===== src/rtl/uart_rx_deser_param_if.sv =====
// Word-side handshake of the UART RX deserialiser: received word, error flags and valid/ready.
// master: the deserialiser producing words; slave: the FIFO/host consuming them.
interface uart_rx_deser_param_if #(
  parameter int DATA_W = 8
);
  logic [DATA_W-1:0] PARALLEL_DATA;
  logic              DATA_VALID;
  logic              DATA_READY;
  logic              FRAME_ERR;
  logic              PARITY_ERR;

  modport master (
    output PARALLEL_DATA, DATA_VALID, FRAME_ERR, PARITY_ERR,
    input  DATA_READY
  );

  modport slave (
    input  PARALLEL_DATA, DATA_VALID, FRAME_ERR, PARITY_ERR,
    output DATA_READY
  );
endinterface


===== src/rtl/uart_rx_deser_param.sv =====
// UART receive deserialiser: start-bit qualification at mid-bit, DATA_W data bits sampled
// once per OVERSAMPLE ticks, stop-bit check, word presented on a valid/ready handshake with
// overrun detection. Optional parity stage is compiled in with UART_DESER_PARITY_EN.
module uart_rx_deser_param #(
  parameter int DATA_W     = 8,
  parameter int OVERSAMPLE = 16,
  parameter bit MSB_FIRST  = 1'b0
) (
  input  logic                           CLK,
  input  logic                           RST,
  input  logic                           EN,
  input  logic                           RX_tick,
  input  logic                           SER_DATA,
`ifdef UART_DESER_PARITY_EN
  input  logic                           PARITY_ODD,
`endif
  uart_rx_deser_param_if.master          rx,
  output logic                           OVERRUN,
  output logic                           BUSY
);
  localparam int CW = $clog2(OVERSAMPLE);
  localparam int IW = $clog2(DATA_W);
  localparam logic [CW-1:0] MID_C   = CW'(OVERSAMPLE/2 - 1);
  localparam logic [CW-1:0] LAST_C  = CW'(OVERSAMPLE - 1);
  localparam logic [IW-1:0] IDX_END = IW'(DATA_W - 1);

  typedef enum logic [2:0] {IDLE, START, DATA, PARITY, STOP} state_t;

  state_t            state, state_n;
  logic [CW-1:0]     cnt, cnt_n;
  logic [IW-1:0]     idx, idx_n;
  logic              take_bit, done;
  logic [DATA_W-1:0] shreg, data_q;
  logic              valid_q, ferr_q, ovr_q;
`ifdef UART_DESER_PARITY_EN
  logic              take_par, par_bit, perr_q;
`endif

  // State, tick counter and bit index registers
  always_ff @(posedge CLK or negedge RST) begin
    if (!RST) begin
      state <= IDLE;
      cnt   <= '0;
      idx   <= '0;
    end else begin
      state <= state_n;
      cnt   <= cnt_n;
      idx   <= idx_n;
    end
  end

  // Next-state logic; everything advances only on RX_tick, and EN=0 forces IDLE
  always_comb begin
    state_n  = state;
    cnt_n    = cnt;
    idx_n    = idx;
    take_bit = 1'b0;
    done     = 1'b0;
`ifdef UART_DESER_PARITY_EN
    take_par = 1'b0;
`endif
    if (!EN) begin
      state_n = IDLE;
      cnt_n   = '0;
      idx_n   = '0;
    end else if (RX_tick) begin
      case (state)
        IDLE: if (!SER_DATA) begin
          state_n = START;
          cnt_n   = '0;
          idx_n   = '0;
        end
        // Qualify the start bit at its middle; counter restart aligns later samples to mid-bit
        START: if (cnt == MID_C) begin
          cnt_n   = '0;
          state_n = SER_DATA ? IDLE : DATA;
        end else cnt_n = cnt + 1'b1;
        DATA: if (cnt == LAST_C) begin
          cnt_n    = '0;
          take_bit = 1'b1;
          if (idx == IDX_END) begin
            idx_n = '0;
`ifdef UART_DESER_PARITY_EN
            state_n = PARITY;
`else
            state_n = STOP;
`endif
          end else idx_n = idx + 1'b1;
        end else cnt_n = cnt + 1'b1;
`ifdef UART_DESER_PARITY_EN
        PARITY: if (cnt == LAST_C) begin
          cnt_n    = '0;
          take_par = 1'b1;
          state_n  = STOP;
        end else cnt_n = cnt + 1'b1;
`endif
        STOP: if (cnt == LAST_C) begin
          cnt_n   = '0;
          done    = 1'b1;
          state_n = IDLE;
        end else cnt_n = cnt + 1'b1;
        default: state_n = IDLE;
      endcase
    end
  end

  // Shift register, output word/flags, handshake and sticky overrun
  always_ff @(posedge CLK or negedge RST) begin
    if (!RST) begin
      shreg   <= '0;
      data_q  <= '0;
      valid_q <= 1'b0;
      ferr_q  <= 1'b0;
      ovr_q   <= 1'b0;
`ifdef UART_DESER_PARITY_EN
      par_bit <= 1'b0;
      perr_q  <= 1'b0;
`endif
    end else begin
      if (!EN) begin
        shreg <= '0;
        ovr_q <= 1'b0;
      end
      if (take_bit) begin
        if (MSB_FIRST) shreg <= {shreg[DATA_W-2:0], SER_DATA};
        else           shreg <= {SER_DATA, shreg[DATA_W-1:1]};
      end
`ifdef UART_DESER_PARITY_EN
      if (take_par) par_bit <= SER_DATA;
`endif
      if (done) begin
        // A held, unaccepted word wins; the new one is dropped and flagged
        if (!valid_q || rx.DATA_READY) begin
          data_q  <= shreg;
          ferr_q  <= ~SER_DATA;
          valid_q <= 1'b1;
`ifdef UART_DESER_PARITY_EN
          perr_q  <= ((^shreg) ^ par_bit) != PARITY_ODD;
`endif
        end else ovr_q <= 1'b1;
      end else if (valid_q && rx.DATA_READY) valid_q <= 1'b0;
    end
  end

  assign rx.PARALLEL_DATA = data_q;
  assign rx.DATA_VALID    = valid_q;
  assign rx.FRAME_ERR     = ferr_q;
`ifdef UART_DESER_PARITY_EN
  assign rx.PARITY_ERR    = perr_q;
`else
  assign rx.PARITY_ERR    = 1'b0;
`endif
  assign OVERRUN = ovr_q;
  assign BUSY    = (state != IDLE);
endmodule

===== src/flat_wrapper.sv =====
// flat-port wrapper written by rule: the top's interface ports become plain ports
module uart_rx_deser_param_flat 
#(
  parameter int DATA_W     = 8,
  parameter int OVERSAMPLE = 16,
  parameter bit MSB_FIRST  = 1'b0
)
  (CLK, RST, EN, RX_tick, SER_DATA, OVERRUN, BUSY, rx_PARALLEL_DATA, rx_DATA_VALID, rx_FRAME_ERR, rx_PARITY_ERR, rx_DATA_READY);
  uart_rx_deser_param_if #(.DATA_W(DATA_W)) rx_i ();
  input  logic CLK;
  input  logic RST;
  input  logic EN;
  input  logic RX_tick;
  input  logic SER_DATA;
  output logic OVERRUN;
  output logic BUSY;
  output wire logic [$bits(rx_i.PARALLEL_DATA)-1:0] rx_PARALLEL_DATA;
  output wire logic [$bits(rx_i.DATA_VALID)-1:0] rx_DATA_VALID;
  output wire logic [$bits(rx_i.FRAME_ERR)-1:0] rx_FRAME_ERR;
  output wire logic [$bits(rx_i.PARITY_ERR)-1:0] rx_PARITY_ERR;
  input wire logic [$bits(rx_i.DATA_READY)-1:0] rx_DATA_READY;
  assign rx_PARALLEL_DATA = rx_i.PARALLEL_DATA;
  assign rx_DATA_VALID = rx_i.DATA_VALID;
  assign rx_FRAME_ERR = rx_i.FRAME_ERR;
  assign rx_PARITY_ERR = rx_i.PARITY_ERR;
  assign rx_i.DATA_READY = rx_DATA_READY;
  uart_rx_deser_param #(.DATA_W(DATA_W), .OVERSAMPLE(OVERSAMPLE), .MSB_FIRST(MSB_FIRST)) u_core (.CLK(CLK), .RST(RST), .EN(EN), .RX_tick(RX_tick), .SER_DATA(SER_DATA), .rx(rx_i), .OVERRUN(OVERRUN), .BUSY(BUSY));
endmodule

===== config.mk =====
export PLATFORM = sky130hd
export DESIGN_NAME = uart_rx_deser_param_flat
export DESIGN_NICKNAME = d
export VERILOG_FILES = /design/src/rtl/uart_rx_deser_param_if.sv /design/src/rtl/uart_rx_deser_param.sv /design/src/flat_wrapper.sv
export SDC_FILE = /design/constraint.sdc
export NUM_CORES = 1
export LEC_CHECK = 0
export ABC_AREA = 1
export BUFFER_PORTS_ARGS = -buffer_cell sky130_fd_sc_hd__buf_2
export CORE_ASPECT_RATIO = 1.1
export CORE_MARGIN = 5
export CORE_UTILIZATION = 55
export DETAILED_ROUTE_END_ITERATION = 12
export GPL_TIMING_DRIVEN = 0
export PLACE_DENSITY = 0.81
export REMOVE_ABC_BUFFERS = 1
export SKIP_LAST_GASP = 1
export SYNTH_ARGS = -nofsm -noshare
export SYNTH_HDL_FRONTEND = slang
export SYNTH_SLANG_ARGS = --single-unit

===== constraint.sdc =====
create_clock -name CLK -period 1.5 [get_ports CLK]
set_input_delay 0.15 -clock CLK [delete_from_list [all_inputs] [get_ports CLK]]
set_output_delay 0.15 -clock CLK [all_outputs]
set_load 0.02 [all_outputs]

==> results of run 1 <==
==> cell families (layout without fill, tap and decap cells) <==
logic type	after synthesis	after routing	share of synthesized area [%]
compound gates	26	26	12.1
xor+xnor	1	1	0.606
flops	29	29	50.2
simple gates	80	81	27.4
other cells	1	1	0.259
fa+ha+maj	3	3	2.60
buf+inv	23	46	6.84
==> cells in the final DEF, fill, tap and decap left out, drive strengths merged, types with 3 or more instances in the layout <==
cell,instances
nand2,51
clkbuf,7
nor2,10
nand3,15
ha,3
inv,20
dfrtp,29
o21ai,17
nand4,4
o22ai,8
buf,18
==> registers in the layout, indices dropped and copies added, names as in the netlist <==
signal and flops:
u_core.OVERRUN 1, u_core.cnt 4, u_core.shreg 8, u_core.rx.PARALLEL_DATA 8
u_core.state 3, u_core.idx 3, u_core.rx.DATA_VALID 1, u_core.rx.FRAME_ERR 1
==> power by group through the flow <==
stage	combinational [uW]	sequential, uW	clock (uW)
6_report	483	912	484
5_1_grt	547	921	530
4_1_cts	441	896	488
3_5_place_dp	434	911	0
3_3_place_gp	424	907	0
2_1_floorplan	310	914	0
==> per-layer routing <==
metal,routed length [microns],up-vias,global-route usage [%]
met2,1580,30,29.3
met3,138,6,5.43
met5,0,-,0
met4,58,0,7.93
met1,1250,576,21.6
li1,-,584,-
==> final cells by class <==
type / count / area (sq um)
timing repair buffer: 19 / 103
multi-input combinational: 112 / 678
sequential: 29 / 729
inverter: 20 / 75.1
tap: 31 / 38.8
fill: 195 / 841
clock buffer: 7 / 55.1
==> worst paths after layout <==
| check | slack [ns] | end | depth (start not counted) |
|---|---|---|---|
| max in group asynchronous | 0.70 | u_core.state[2]$_DFFE_PN0P_ | 2 |
| hold reg to reg | 0.48 | u_core.rx.PARALLEL_DATA[0]$_DFFE_PN0P_ | 2 |
| min in group asynchronous | 0.35 | u_core.rx.DATA_VALID$_DFFE_PN0P_ | 2 |
| hold / removal | 0.05 | u_core.rx.FRAME_ERR$_DFFE_PN0P_ | 2 |
| setup / recovery | 0.04 | u_core.shreg[4]$_DFFE_PN0P_ | 5 |
| setup reg to reg | 0.04 | u_core.shreg[4]$_DFFE_PN0P_ | 5 |
==> critical path: stages, from the launching register on <==
cell and delay (ns):
dfrtp_1 0.45, ha_4 0.19, nand3_4 0.12, nor2_8 0.17, nand2_1 0.21, o22ai_1 0.23
==> stage by stage <==
step	TNS, ns	std cells
2_1_floorplan	0	160
3_3_place_gp	0	208
3_5_place_dp	-0.626	208
4_1_cts	0	217
5_1_grt	-0.336	218
6_report	0	218
==> what timing repair did <==
| item | 4_1_cts | 5_1_grt |
|---|---|---|
| resized for setup | 3 | 11 |
| hold buffers | 1 | 0 |
| endpoints found under the setup margin | 17 | 27 |
| buffers inserted | 0 | 1 |
| pin swaps | 0 | 1 |
| hold endpoints to repair | 29 | 0 |
| cloned | 1 | 0 |
==> metrics.md, run 1 <==
| Metric | Value |
|---|---|
| Outcome | `completed` |
| Final RePlAce weighted congestion | `0.900` |
| # DRC | `0` |
| Slew @ Worst Pin | `0.618 ns` |
| Rows | `19` |
| Setup CP Type | `flop to flop` |
| Worst Hold Class | `input port to flop` |
| DIE HEIGHT | `~64 microns` |
| Synth Register Bits | `29` |
| Final Util | `66.6%` |
| Vias | `1196` |
| Relative slew slack | `58.8%` |
| Starting Density | `between 50% and 60%` |
| Detailed Routing Iterations Pass 1 | `4` |
| Syn_area_per_cell | `8.87 sq um` |
| Final hold vios | `0` |
| Synth top area share | `50.2%` |
| RR Startpoint | `u_core.cnt[0]$_DFFE_PN0P_` |
| GRT Residual Overflow | `0` |
| Initial antenna violation count | `0` |
| Final net count | `196` |
| Final WL | `3030 microns` |
| Cell taking the most area after synthesis | `dfrtp_1` |
| Fin crit period | `roughly 1.5 ns` |
| CTS tree | `done` |
| Port Buffers | `17` |
| CP max FO | `7` |
| Clk_skew | `0.0103 ns` |
| Overall Global Routing Usage | `18.0%` |
| Reg power frac | `48.5%` |
| ANT nets after route | `0` |
| Setup crit start kind | `flop` |
| Sw Ratio | `34.9%` |
| Buffer depth of the longest clock path | `2` |
| Most numerous cell in the Yosys netlist | `nand2_1` |
| Via/cell ratio | `5.49` |
| Logic gate share of total power | `between 20 and 30%` |
| Total clock sinks | `29` |
| Synth Flop Type | `dfrtp_1` |
| WL/cell | `13.9 microns` |
| Synth area leaders | `dfrtp_1 50%, nand2_1 13%, o21ai_2 5.5%` |
| Final hold slack | `0.0489 ns` |
| Area Overhead vs Synth | `16.2%` |
| Unrepaired setup endpoints after global routing | `true` |
| Htree depth | `2` |
| Worst Path Required | `1.75 ns` |
| Post-synth EDFFs | `0` |
| Switch Pwr | `655 uW` |
| Placement Setup Slack | `-0.0504 ns` |
| Async set or reset register ratio after synthesis | `100%` |
| Clock power frac | `around a quarter` |
| Design Area, Final | `1680 sq um` |
| Number of global-route vias before repair | `1142` |
| Synth Warn # | `0` |
| Clock Latency Late Sink | `approximately 0.34 ns` |
| Diode count | `0` |
| Tcrit/Tclk final | `97.2%` |
| Top post-synthesis cells by count | `50 x nand2_1, 29 x dfrtp_1, 19 x inv_1` |
| I/O pin total | `19` |
| Critical path launch point | `u_core.cnt[0]$_DFFE_PN0P_` |
| Die width | `58.9 microns` |
| Global-route wire length before repair | `5090 microns` |
| Max-cap violations | `0` |
| Post-route setup slack | `0.0415 ns` |
| CP Capture Type | `flop` |
| PwrDens | `1120 nW/um^2` |
| Largest net degree at the start of global routing | `30` |
| CTS Root Cell | `clkbuf_4` |
| Peak supply drop | `987 uV` |
| Post-synth cell types | `25` |
| Die ar. | `about 3800 sq um` |
| Min-Delay Startpoint | `SER_DATA` |
| Int Power | `1220 uW` |
| Slew Viols, Final | `0` |
| Register area share after synthesis | `50.2%` |
| Cells after Synth | `163` |
| Tot Pwr | `1880 uW` |
| Layout cells sized above 1 | `28.9%` |
| Clock slew at reported path FFs | `roughly 0.090 ns` |
| Core Area | `2520 sq um` |
| Placed Area | `between 1500 and 2000 sq um` |
| Arrival time worst endpoint | `approximately 1.7 ns` |
| Starting DRT DRC Count | `32` |
| LEAKAGE | `0.000839 uW` |
| Final HPWL DP | `2030 microns` |
| Setup violators final | `0` |
| Post-Syn Area | `1450 sq um` |
| Fmax | `686 MHz` |
| Num CTS Buffers | `5` |
Note: power is estimated with default switching activity, not from simulation.
==> run 2: changes to the inputs <==
--- a/config.mk
+++ b/config.mk
@@ -12,7 +12,7 @@
 export CORE_UTILIZATION = 55
 export DETAILED_ROUTE_END_ITERATION = 12
 export GPL_TIMING_DRIVEN = 0
-export PLACE_DENSITY = 0.81
+export PLACE_DENSITY_LB_ADDON = 0.3
 export REMOVE_ABC_BUFFERS = 1
 export SKIP_LAST_GASP = 1
 export SYNTH_ARGS = -nofsm -noshare
==> metrics.md, run 2 (synthesis gave the netlist of run 1 again) <==
| Metric | Value |
|---|---|
| LEAKAGE | `0.000844 uW (+0.66%)` |
| Setup TNS | `0 ns (unchanged)` |
| Tot Pwr | `2050 uW (+9.1%)` |
| Filler cell count | `191 (-2.1%)` |
| Outcome | `completed` |
| DIE HEIGHT | `63.8 microns (unchanged)` |
| Arrival time worst endpoint | `1.60 ns (-0.11 ns)` |
| Placement Setup Slack | `-0.0610 ns (-0.0106 ns)` |
| Detailed Routing Iterations Pass 1 | `4 (unchanged)` |
| Starting DRT DRC Count | `49 (+53%)` |
| Slew @ Worst Pin | `0.626 ns (+0.00751 ns)` |
| Port Buffers | `17 (unchanged)` |
| Cells on Worst Hold Path | `2 (unchanged)` |
| Final net count | `195 (-0.51%)` |
| Diode count | `0 (unchanged)` |
| Reg-to-reg slack, setup | `0.10 ns (+0.06 ns)` |
| # DRC | `0 (unchanged)` |
| Die ar. | `3750 sq um (unchanged)` |
| R2R depth | `6 (+1)` |
| Worst r2r dst | `u_core.shreg[3]$_DFFE_PN0P_` |
| Clock slew at reported path FFs | `0.10 ns (about the same)` |
| CTS tree | `done` |
| CP max FO | `8 (+1)` |
| Htree depth | `2 (unchanged)` |
| Layout cells sized above 1 | `29.4% (+0.53 points)` |
| Setup CP Type | `flop to flop` |
| Relative slew slack | `58.3% (-0.50 points)` |
| Largest net degree at the start of global routing | `30 (unchanged)` |
| Clock Latency Late Sink | `0.32 ns (-0.02 ns)` |
| GRT Residual Overflow | `0 (unchanged)` |
| Starting Density | `57.3% (unchanged)` |
| Initial antenna violation count | `0 (unchanged)` |
| Via/cell ratio | `5.51 (+0.50%)` |
| Die width | `58.9 microns (unchanged)` |
| Core Area | `2520 sq um (unchanged)` |
| Num CTS Buffers | `5 (unchanged)` |
| Final hold vios | `0 (unchanged)` |
| Buffer depth of the longest clock path | `2 (unchanged)` |
| CP Capture Type | `flop` |
| Worst Hold Class | `input port to flop` |
| Critical path launch point | `u_core.cnt[0]$_DFFE_PN0P_` |
| Fin crit period | `1.40 ns (-0.0597 ns)` |
| Final RePlAce weighted congestion | `0.870 (-3.3%)` |
| PwrDens | `1200 nW/um^2 (+7.7%)` |
| Final WL | `2820 microns (-6.7%)` |
| WL/cell | `12.9 microns (-6.7%)` |
| Commonest cells after routing, fill and taps aside | `47 x nand2_1, 24 x dfrtp_1, 19 x inv_1` |
| CTS Root Cell | `clkbuf_4` |
| Clk_skew | `0.00716 ns (-0.00311 ns)` |
| Slew Viols, Final | `0 (unchanged)` |
| I/O pin total | `19 (unchanged)` |
| Setup crit start kind | `flop` |
| Rows | `19 (unchanged)` |
| Tcrit/Tclk final | `93.3% (-4.0 points)` |
| Worst Path Required | `1.70 ns (-0.05 ns)` |
| RR Startpoint | `u_core.cnt[0]$_DFFE_PN0P_` |
| Area Overhead vs Synth | `17.7%` |
| Overall Global Routing Usage | `16.9% (-1.1 points)` |
| Hold path endpoint | `u_core.rx.FRAME_ERR$_DFFE_PN0P_` |
| Vias | `1202 (+0.50%)` |
| Min-Delay Startpoint | `SER_DATA` |
| Fmax | `715 MHz (+4.3%)` |
| Number of global-route vias before repair | `1143 (+0.088%)` |
| Final HPWL DP | `1960 microns (-3.5%)` |
| Post-route setup slack | `0.101 ns (+0.0597 ns)` |
| Commonest non-fill, non-tap cell in the layout | `nand2_1` |
| Max-cap violations | `0 (unchanged)` |
| ANT nets after route | `0 (unchanged)` |
| Global-route wire length before repair | `4880 microns (-4.2%)` |
| Setup violators final | `0 (unchanged)` |
| Peak supply drop | `871 uV (-12%)` |
| Total clock sinks | `29 (unchanged)` |
[run 2: through the flow]
step	utilization, %	instance area (sq um)	cells	hold slack [ns]
2_1_floorplan	-	1420	160	-0.146
3_3_place_gp	61.3	1550	208	0.203
3_5_place_dp	61.3	1550	208	0.206
4_1_cts	66.0	1660	218	0.0404
5_1_grt	67.5	1700	218	0.0398
6_report	67.5	1700	218	0.0560
[run 2: where the power goes]
part | switching (uW) | leakage [uW] | internal, uW | total, uW
sequential | 80.0 | 0.000386 | 840 | 920
clock | 269 | 0.0000455 | 398 | 667
combinational | 306 | 0.000413 | 156 | 462
[run 2: repair_timing]
item | 4_1_cts | 5_1_grt
buffers inserted | 0 | 0
hold buffers | 1 | 0
cloned | 1 | 0
hold endpoints to repair | 29 | 0
setup endpoints to repair | 18 | 27
resized for setup | 3 | 12
[run 2: worst max path at each step]
stage	to	slack, ns	depth (start not counted)
5_1_grt	u_core.cnt[0]$_DFFE_PN0P_	-0.02	8
3_3_place_gp	u_core.rx.PARALLEL_DATA[7]$_DFFE_PN0P_	0.007	6
2_1_floorplan	u_core.rx.FRAME_ERR$_DFFE_PN0P_	0.14	6
4_1_cts	u_core.shreg[5]$_DFFE_PN0P_	0.01	6
6_report	u_core.shreg[3]$_DFFE_PN0P_	0.10	6
3_5_place_dp	u_core.shreg[5]$_DFFE_PN0P_	-0.06	6
[run 2: per-layer routing]
metal	track usage, %	vias to the layer above	part of all wire [%]
li1	-	578	-
met1	19.6	580	41
met2	27.8	35	51
met3	6.04	9	6.1
met4	7.08	0	1.7
met5	0	-	0
[run 2: worst max-delay path: stages, from the launching register on]
cell	delay (ns)
dfrtp_2	0.44
ha_4	0.19
nand3_4	0.11
nor2_8	0.16
nand3_1	0.16
nand2_4	0.14
o22ai_1	0.08
[run 2: final cells by class]
type | instances | area, sq um | area share (%)
inverters | 20 | 75.1 | 4.41
multi-input cells | 112 | 676 | 39.7
well taps | 31 | 38.8 | 2.28
clock buffers | 7 | 55.1 | 3.24
repair buffers | 18 | 95.1 | 5.59
clock inverters | 1 | 30.0 | 1.76
flip-flops and latches | 29 | 732 | 43.0
